[src/rtl/mem_arb_pkg.sv]
// Shared types and constants for the RAM port arbiter.
package mem_arb_pkg;

  typedef enum logic [1:0] {
    IDLE,
    ISSUE,
    WAIT,
    DONE
  } arb_state_t;

  typedef enum logic {
    GNT_I,
    GNT_D
  } grant_t;

  localparam int unsigned TO_W = 8;

endpackage

[src/rtl/arb_timeout_ctr.sv]
// Saturating busy-wait counter; hit_o flags that the count has reached TIMEOUT.
module arb_timeout_ctr
  import mem_arb_pkg::*;
#(
  parameter int unsigned TIMEOUT = 255
) (
  input  logic clk,
  input  logic rst,
  input  logic clr_i,
  input  logic inc_i,
  output logic hit_o
);

  localparam logic [TO_W-1:0] Limit = TO_W'(TIMEOUT);

  logic [TO_W-1:0] cnt_q, cnt_d;

  always_comb begin
    cnt_d = cnt_q;
    if (clr_i) begin
      cnt_d = '0;
    end else if (inc_i && (cnt_q != Limit)) begin
      cnt_d = cnt_q + TO_W'(1);
    end
  end

  always_ff @(posedge clk) begin
    if (rst) begin
      cnt_q <= '0;
    end else begin
      cnt_q <= cnt_d;
    end
  end

  assign hit_o = (cnt_q == Limit);

endmodule

[src/rtl/mem_arbiter.sv]
// Shares one RAM port between instruction fetch and data access, data first.
// Optional MEM_ARB_STATS_EN adds grant and stall statistics counters.
module mem_arbiter
  import mem_arb_pkg::*;
#(
  parameter int unsigned ADDR_W  = 32,
  parameter int unsigned DATA_W  = 32,
  parameter int unsigned TIMEOUT = 255
) (
  input  logic              clk,
  input  logic              rst,
  input  logic              i_req,
  input  logic [ADDR_W-1:0] i_addr,
  output logic [DATA_W-1:0] i_rdata,
  output logic              i_ready,
  input  logic              d_ren,
  input  logic              d_wen,
  input  logic [ADDR_W-1:0] d_addr,
  input  logic [DATA_W-1:0] d_wdata,
  output logic [DATA_W-1:0] d_rdata,
  output logic              d_ready,
  output logic [ADDR_W-1:0] ram_addr,
  output logic [DATA_W-1:0] ram_wdata,
  output logic              ram_wen,
  output logic              ram_ren,
  input  logic [DATA_W-1:0] ram_rdata,
  input  logic              ram_busy,
  output logic              err
`ifdef MEM_ARB_STATS_EN
  ,
  output logic [31:0]       stat_i_cnt,
  output logic [31:0]       stat_d_cnt,
  output logic [31:0]       stat_stall_cnt
`endif
);

  arb_state_t        state_q, state_d;
  grant_t            gnt_q, gnt_d;
  logic              wr_q, wr_d;
  logic [ADDR_W-1:0] addr_q, addr_d;
  logic [DATA_W-1:0] wdata_q, wdata_d;
  logic [DATA_W-1:0] i_rdata_q, i_rdata_d;
  logic [DATA_W-1:0] d_rdata_q, d_rdata_d;
  logic              i_served_q, i_served_d;
  logic              d_served_q, d_served_d;
  logic              to_q, to_d;
  logic              d_req;
  logic              ctr_clr, ctr_inc, ctr_hit;

  assign d_req = d_ren | d_wen;

  arb_timeout_ctr #(
    .TIMEOUT(TIMEOUT)
  ) u_timeout_ctr (
    .clk  (clk),
    .rst  (rst),
    .clr_i(ctr_clr),
    .inc_i(ctr_inc),
    .hit_o(ctr_hit)
  );

  always_comb begin
    state_d   = state_q;
    gnt_d     = gnt_q;
    wr_d      = wr_q;
    addr_d    = addr_q;
    wdata_d   = wdata_q;
    i_rdata_d = i_rdata_q;
    d_rdata_d = d_rdata_q;
    to_d      = to_q;
    ctr_clr   = 1'b0;
    ctr_inc   = 1'b0;
    // A served flag only survives while its request stays high.
    i_served_d = i_served_q & i_req;
    d_served_d = d_served_q & d_req;

    unique case (state_q)
      IDLE: begin
        if (d_req && !d_served_q) begin
          gnt_d   = GNT_D;
          wr_d    = d_wen;
          addr_d  = d_addr;
          wdata_d = d_wdata;
          to_d    = 1'b0;
          state_d = ISSUE;
        end else if (i_req && !i_served_q) begin
          gnt_d   = GNT_I;
          wr_d    = 1'b0;
          addr_d  = i_addr;
          wdata_d = '0;
          to_d    = 1'b0;
          state_d = ISSUE;
        end
      end
      ISSUE: begin
        state_d = WAIT;
      end
      WAIT: begin
        if (!ram_busy) begin
          if (gnt_q == GNT_I) begin
            i_rdata_d = ram_rdata;
          end else if (!wr_q) begin
            d_rdata_d = ram_rdata;
          end
          ctr_clr = 1'b1;
          state_d = DONE;
        end else begin
          ctr_inc = 1'b1;
          if (ctr_hit) begin
            to_d    = 1'b1;
            ctr_clr = 1'b1;
            state_d = DONE;
          end
        end
      end
      DONE: begin
        if (gnt_q == GNT_I) begin
          i_served_d = i_req;
        end else begin
          d_served_d = d_req;
        end
        to_d    = 1'b0;
        state_d = IDLE;
      end
      default: state_d = IDLE;
    endcase
  end

  always_ff @(posedge clk) begin
    if (rst) begin
      state_q    <= IDLE;
      gnt_q      <= GNT_I;
      wr_q       <= 1'b0;
      addr_q     <= '0;
      wdata_q    <= '0;
      i_rdata_q  <= '0;
      d_rdata_q  <= '0;
      i_served_q <= 1'b0;
      d_served_q <= 1'b0;
      to_q       <= 1'b0;
    end else begin
      state_q    <= state_d;
      gnt_q      <= gnt_d;
      wr_q       <= wr_d;
      addr_q     <= addr_d;
      wdata_q    <= wdata_d;
      i_rdata_q  <= i_rdata_d;
      d_rdata_q  <= d_rdata_d;
      i_served_q <= i_served_d;
      d_served_q <= d_served_d;
      to_q       <= to_d;
    end
  end

  assign ram_addr  = addr_q;
  assign ram_wdata = wdata_q;
  assign ram_wen   = (state_q == ISSUE) &&  wr_q;
  assign ram_ren   = (state_q == ISSUE) && !wr_q;
  assign i_rdata   = i_rdata_q;
  assign d_rdata   = d_rdata_q;
  assign i_ready   = (state_q == DONE) && (gnt_q == GNT_I);
  assign d_ready   = (state_q == DONE) && (gnt_q == GNT_D);
  assign err       = (state_q == DONE) && to_q;

`ifdef MEM_ARB_STATS_EN
  logic [31:0] stat_i_q, stat_d_q, stat_stall_q;

  always_ff @(posedge clk) begin
    if (rst) begin
      stat_i_q     <= '0;
      stat_d_q     <= '0;
      stat_stall_q <= '0;
    end else begin
      if (i_ready) stat_i_q <= stat_i_q + 32'd1;
      if (d_ready) stat_d_q <= stat_d_q + 32'd1;
      if ((state_q == WAIT) && ram_busy) stat_stall_q <= stat_stall_q + 32'd1;
    end
  end

  assign stat_i_cnt     = stat_i_q;
  assign stat_d_cnt     = stat_d_q;
  assign stat_stall_cnt = stat_stall_q;
`endif

endmodule

[config.mk]
export PLATFORM = sky130hd
export DESIGN_NAME = mem_arbiter
export DESIGN_NICKNAME = d
export VERILOG_FILES = /design/src/rtl/mem_arb_pkg.sv /design/src/rtl/arb_timeout_ctr.sv /design/src/rtl/mem_arbiter.sv
export SDC_FILE = /design/constraint.sdc
export NUM_CORES = 1
export LEC_CHECK = 0
export CORE_MARGIN = 1.5
export CORE_UTILIZATION = 40
export DETAILED_ROUTE_END_ITERATION = 8
export PLACE_DENSITY_LB_ADDON = 0.1
export SETUP_SLACK_MARGIN = 0.5
export SYNTH_ARGS = -nofsm -noshare
export SYNTH_HDL_FRONTEND = slang
export SYNTH_SLANG_ARGS = --single-unit
[constraint.sdc]
create_clock -name clk -period 1.9 [get_ports clk]
set_clock_uncertainty 0.05 [all_clocks]
set_input_delay 0.57 -clock clk [delete_from_list [all_inputs] [get_ports clk]]
set_output_delay 0.57 -clock clk [all_outputs]
set_load 0.005 [all_outputs]
==> out/qor.yml <==
setup_path:
  end_kind: "output port"
  cp_data_arrival_time_ns: 1.28
  worst-r2r-cell-count: 10
  crit_chain: "inv_4 > ha_4 > and2_1 > buf_2"
  cp-start-kind: "flip-flop"
  r2r_setup_slack_ns: 0.04
  reg2reg_from: "state_q[1]"
  cp_max_fo: 3
  slowest_stage: "dfxtp_4"
  cp_slowest_stage_delay_ns: 0.38
  worst_r2r_endpoint: "ram_addr[31]"
  worstPathRequired_ns: 1.28
  path_class: "flip-flop to output port"
synth:
  synthesis.area_um2: 5440
  synth_area_leaders: "dfxtp_1 (53%), nand2_1 (13%), a21oi_1 (6.3%), a311oi_1 (5.1%), nor2_1 (5.1%)"
  ys_ff_latch: 143
  yosysTopAreaCell: "dfxtp_1"
  synthCells: 654
  seq_area_frac_synth: 0.526
  synth_edf_count: 0
  ys_warn_count: 0
  synth-async-reset-ratio: 0
  synthDistinctLibCells: 40
  synth_top_area_frac: 0.526
  synth_fp_nets: 794
  synth_ff_type: "dfxtp_1"
  synth_area_per_cell_um2: 8.32
sta:
  hold_slack_ns: 0.408
  hold_violations: 0
  setup_viol: 0
  relSlewSlack: 0.538
  tightestPinTransition_ns: 0.694
  finalSetupTns_ns: 0
  timing.final.crit_share: 0.999
  slew_viol_final: 0
  clock.fmax_mhz: 527
  rsz0062_at_grt: "true"
  min_period_ns: 1.90
clock_network:
  clk_pin_slew_ns: 0.06
  holdBufCountCts: 0
  clk_latency_ns: 0.43
  clk_path_buf_depth: 2
  cts-root-buf: "clkbuf_16"
  cts_inserted_buffers: 17
  cts_max_level: 4
  clock_sinks: 143
  cts_tree: "done"
finish:
  syn2layout_area_growth_pct: 112
  nets: 1145
  final_core_utilization: 0.870
  antenna_cells: 0
  final_cells: 1194
  drive_above_1_share: 0.638
  stdcell_area_um2: 11500
die:
  coreArea_um2: 13200
  ios: 267
  rows: 42
  die_height_um: 120
  start_util: 0.411
  dieArea_um2: 14300
  die_w_um: 120
run:
  drv_cap: 0
placed_design:
  dpl-instance-area_um2: 8570
  post-place-cells: 1066
  routabilityCongestion: 0.775
  hpwl_um: 11800
  port_buffers: 266
power_and_ir_drop:
  leakage_nw: 5.01
  ir_drop_mv: 0.754
  power_density_nw_per_um2: 1290
routing:
  routedWlPerCell_um: 20.4
  vias: 6539
  drtIter0Drc: 408
  wl_um: 24300
  post-route-drc-count: 0
  first_pass_iters: 5
  final_antenna_net_count: 0
  vias_per_cell: 5.48
grt:
  grt_usage: 0.273
  grt_overflow_total: 0
  antenna_found_initial: 0
  grt_pass1_vias: 6133
  grt_start_max_net_pins: 97
  grt_first_pass_wirelength_um: 30500
min_path:
  hp-start: "d_rdata[15]"
  min_path_type: "flip-flop to flip-flop"
  hold_depth: 2
  holdPathEnd: "d_rdata[15]"
status:
  status: "complete, no violations"
## synth_stat cells (5+ instances only)
master and instances:
a21oi_1 68, a22oi_1 33, a311oi_1 32, and2_1 5, buf_2 16, clkbuf_1 30, dfxtp_1 143, ha_1 6
nand2_1 194, nor2_1 74, xor2_1 5
## through the flow
stage	setup slack, ns	total power [mW]
2_1_floorplan	0.303	6.00
3_3_place_gp	-0.275	7.56
3_5_place_dp	-0.315	7.69
4_1_cts	0.00593	13.4
5_1_grt	-0.0151	15.4
6_report	0.00233	14.9
## where the power goes
group          internal [mW]  switching [mW]  leakage, nW  total [mW]
clock                   2.34            1.31        0.310        3.65
sequential              3.67           0.414         1.22        4.09
combinational           4.02            3.15         3.47        7.17
## timing repair
item	in CTS	in global routing
setup buffers	47	29
setup endpoints to repair	274	274
gates resized for setup	773	274
pin swaps	25	165
cloned	13	7
## state kept, by name, summed over array words and instances (netlist names)
signal               flops
u_timeout_ctr.cnt_q      8
gnt_q                    1
ram_addr                32
wr_q                     1
d_served_q               1
state_q                  2
ram_wdata               32
i_rdata                 32
i_served_q               1
d_rdata                 32
to_q                     1
## worst max-delay path, delay by kind of cell, from the launching register on
family,cells,cell delay [ns]
adder cells (fa/ha/maj),1,0.15
buffers and inverters,2,0.18
flip-flops,1,0.38
AND/OR/NAND/NOR,1,0.14
## cells in the final DEF, fill, tap and decap left out, types with 2 or more instances in the layout
cell type,synthesis,routed
dfxtp_2,0,130
nand2_1,194,131
clkdlybuf4s50_1,0,128
buf_12,0,18
nand2_4,0,58
inv_6,0,2
and2_4,0,6
clkbuf_16,0,22
a22oi_2,0,33
bufinv_16,0,4
buf_4,4,66
nand3_2,0,2
nor2_4,0,2
clkbuf_8,0,4
clkinv_2,0,2
dfxtp_1,143,11
buf_16,0,11
a21oi_2,0,66
dfxtp_4,0,2
dlygate4sd2_1,0,3
a21oi_1,68,2
nand2b_4,0,2
and3_1,4,3
nand2_2,0,5
nand3_1,4,2
clkbuf_1,30,2
inv_1,4,2
nor2_1,74,61
xor2_1,5,4
a311oi_1,32,3
buf_2,16,53
clkinvlp_4,0,2
nor2_2,0,11
buf_6,0,94
o211ai_1,3,3
a311oi_2,0,29
ha_4,0,5
## cell type report
cell class / instances / area [µm²]
multi-input cells: 459 / 3660
repair buffers: 380 / 3940
well taps: 176 / 220
inverters: 4 / 22.5
fillers: 640 / 1720
flip-flops and latches: 143 / 3030
clock inverters: 9 / 154
clock buffers: 23 / 488
## logic make-up (layout without fill, tap and decap cells)
family | after synthesis | count (layout) | share of synthesized area
mux | 1 | 1 | 0.00184
compound gates | 150 | 150 | 0.189
xor+xnor | 5 | 5 | 0.00804
buf+inv | 54 | 416 | 0.0437
fa+ha+maj | 6 | 6 | 0.0138
simple gates | 295 | 297 | 0.218
flops | 143 | 143 | 0.526
## routing by layer
metal	vias to the layer above	GRT usage	wire, µm
met1	3187	0.299	8920
met2	331	0.478	12700
met4	0	0.138	1020
li1	2932	-	-
met5	-	0	0
met3	89	0.0822	1750
## worst max-delay path by stage
stage                     from       endpoint
floorplan                d_wen  ram_wdata[10]
global placement         d_wen   ram_wdata[2]
detailed placement       d_wen   ram_wdata[0]
CTS                 state_q[1]        ram_wen
global route        state_q[1]        ram_wen
finish              state_q[1]        ram_wen
(Power assumes the default switching activity.)
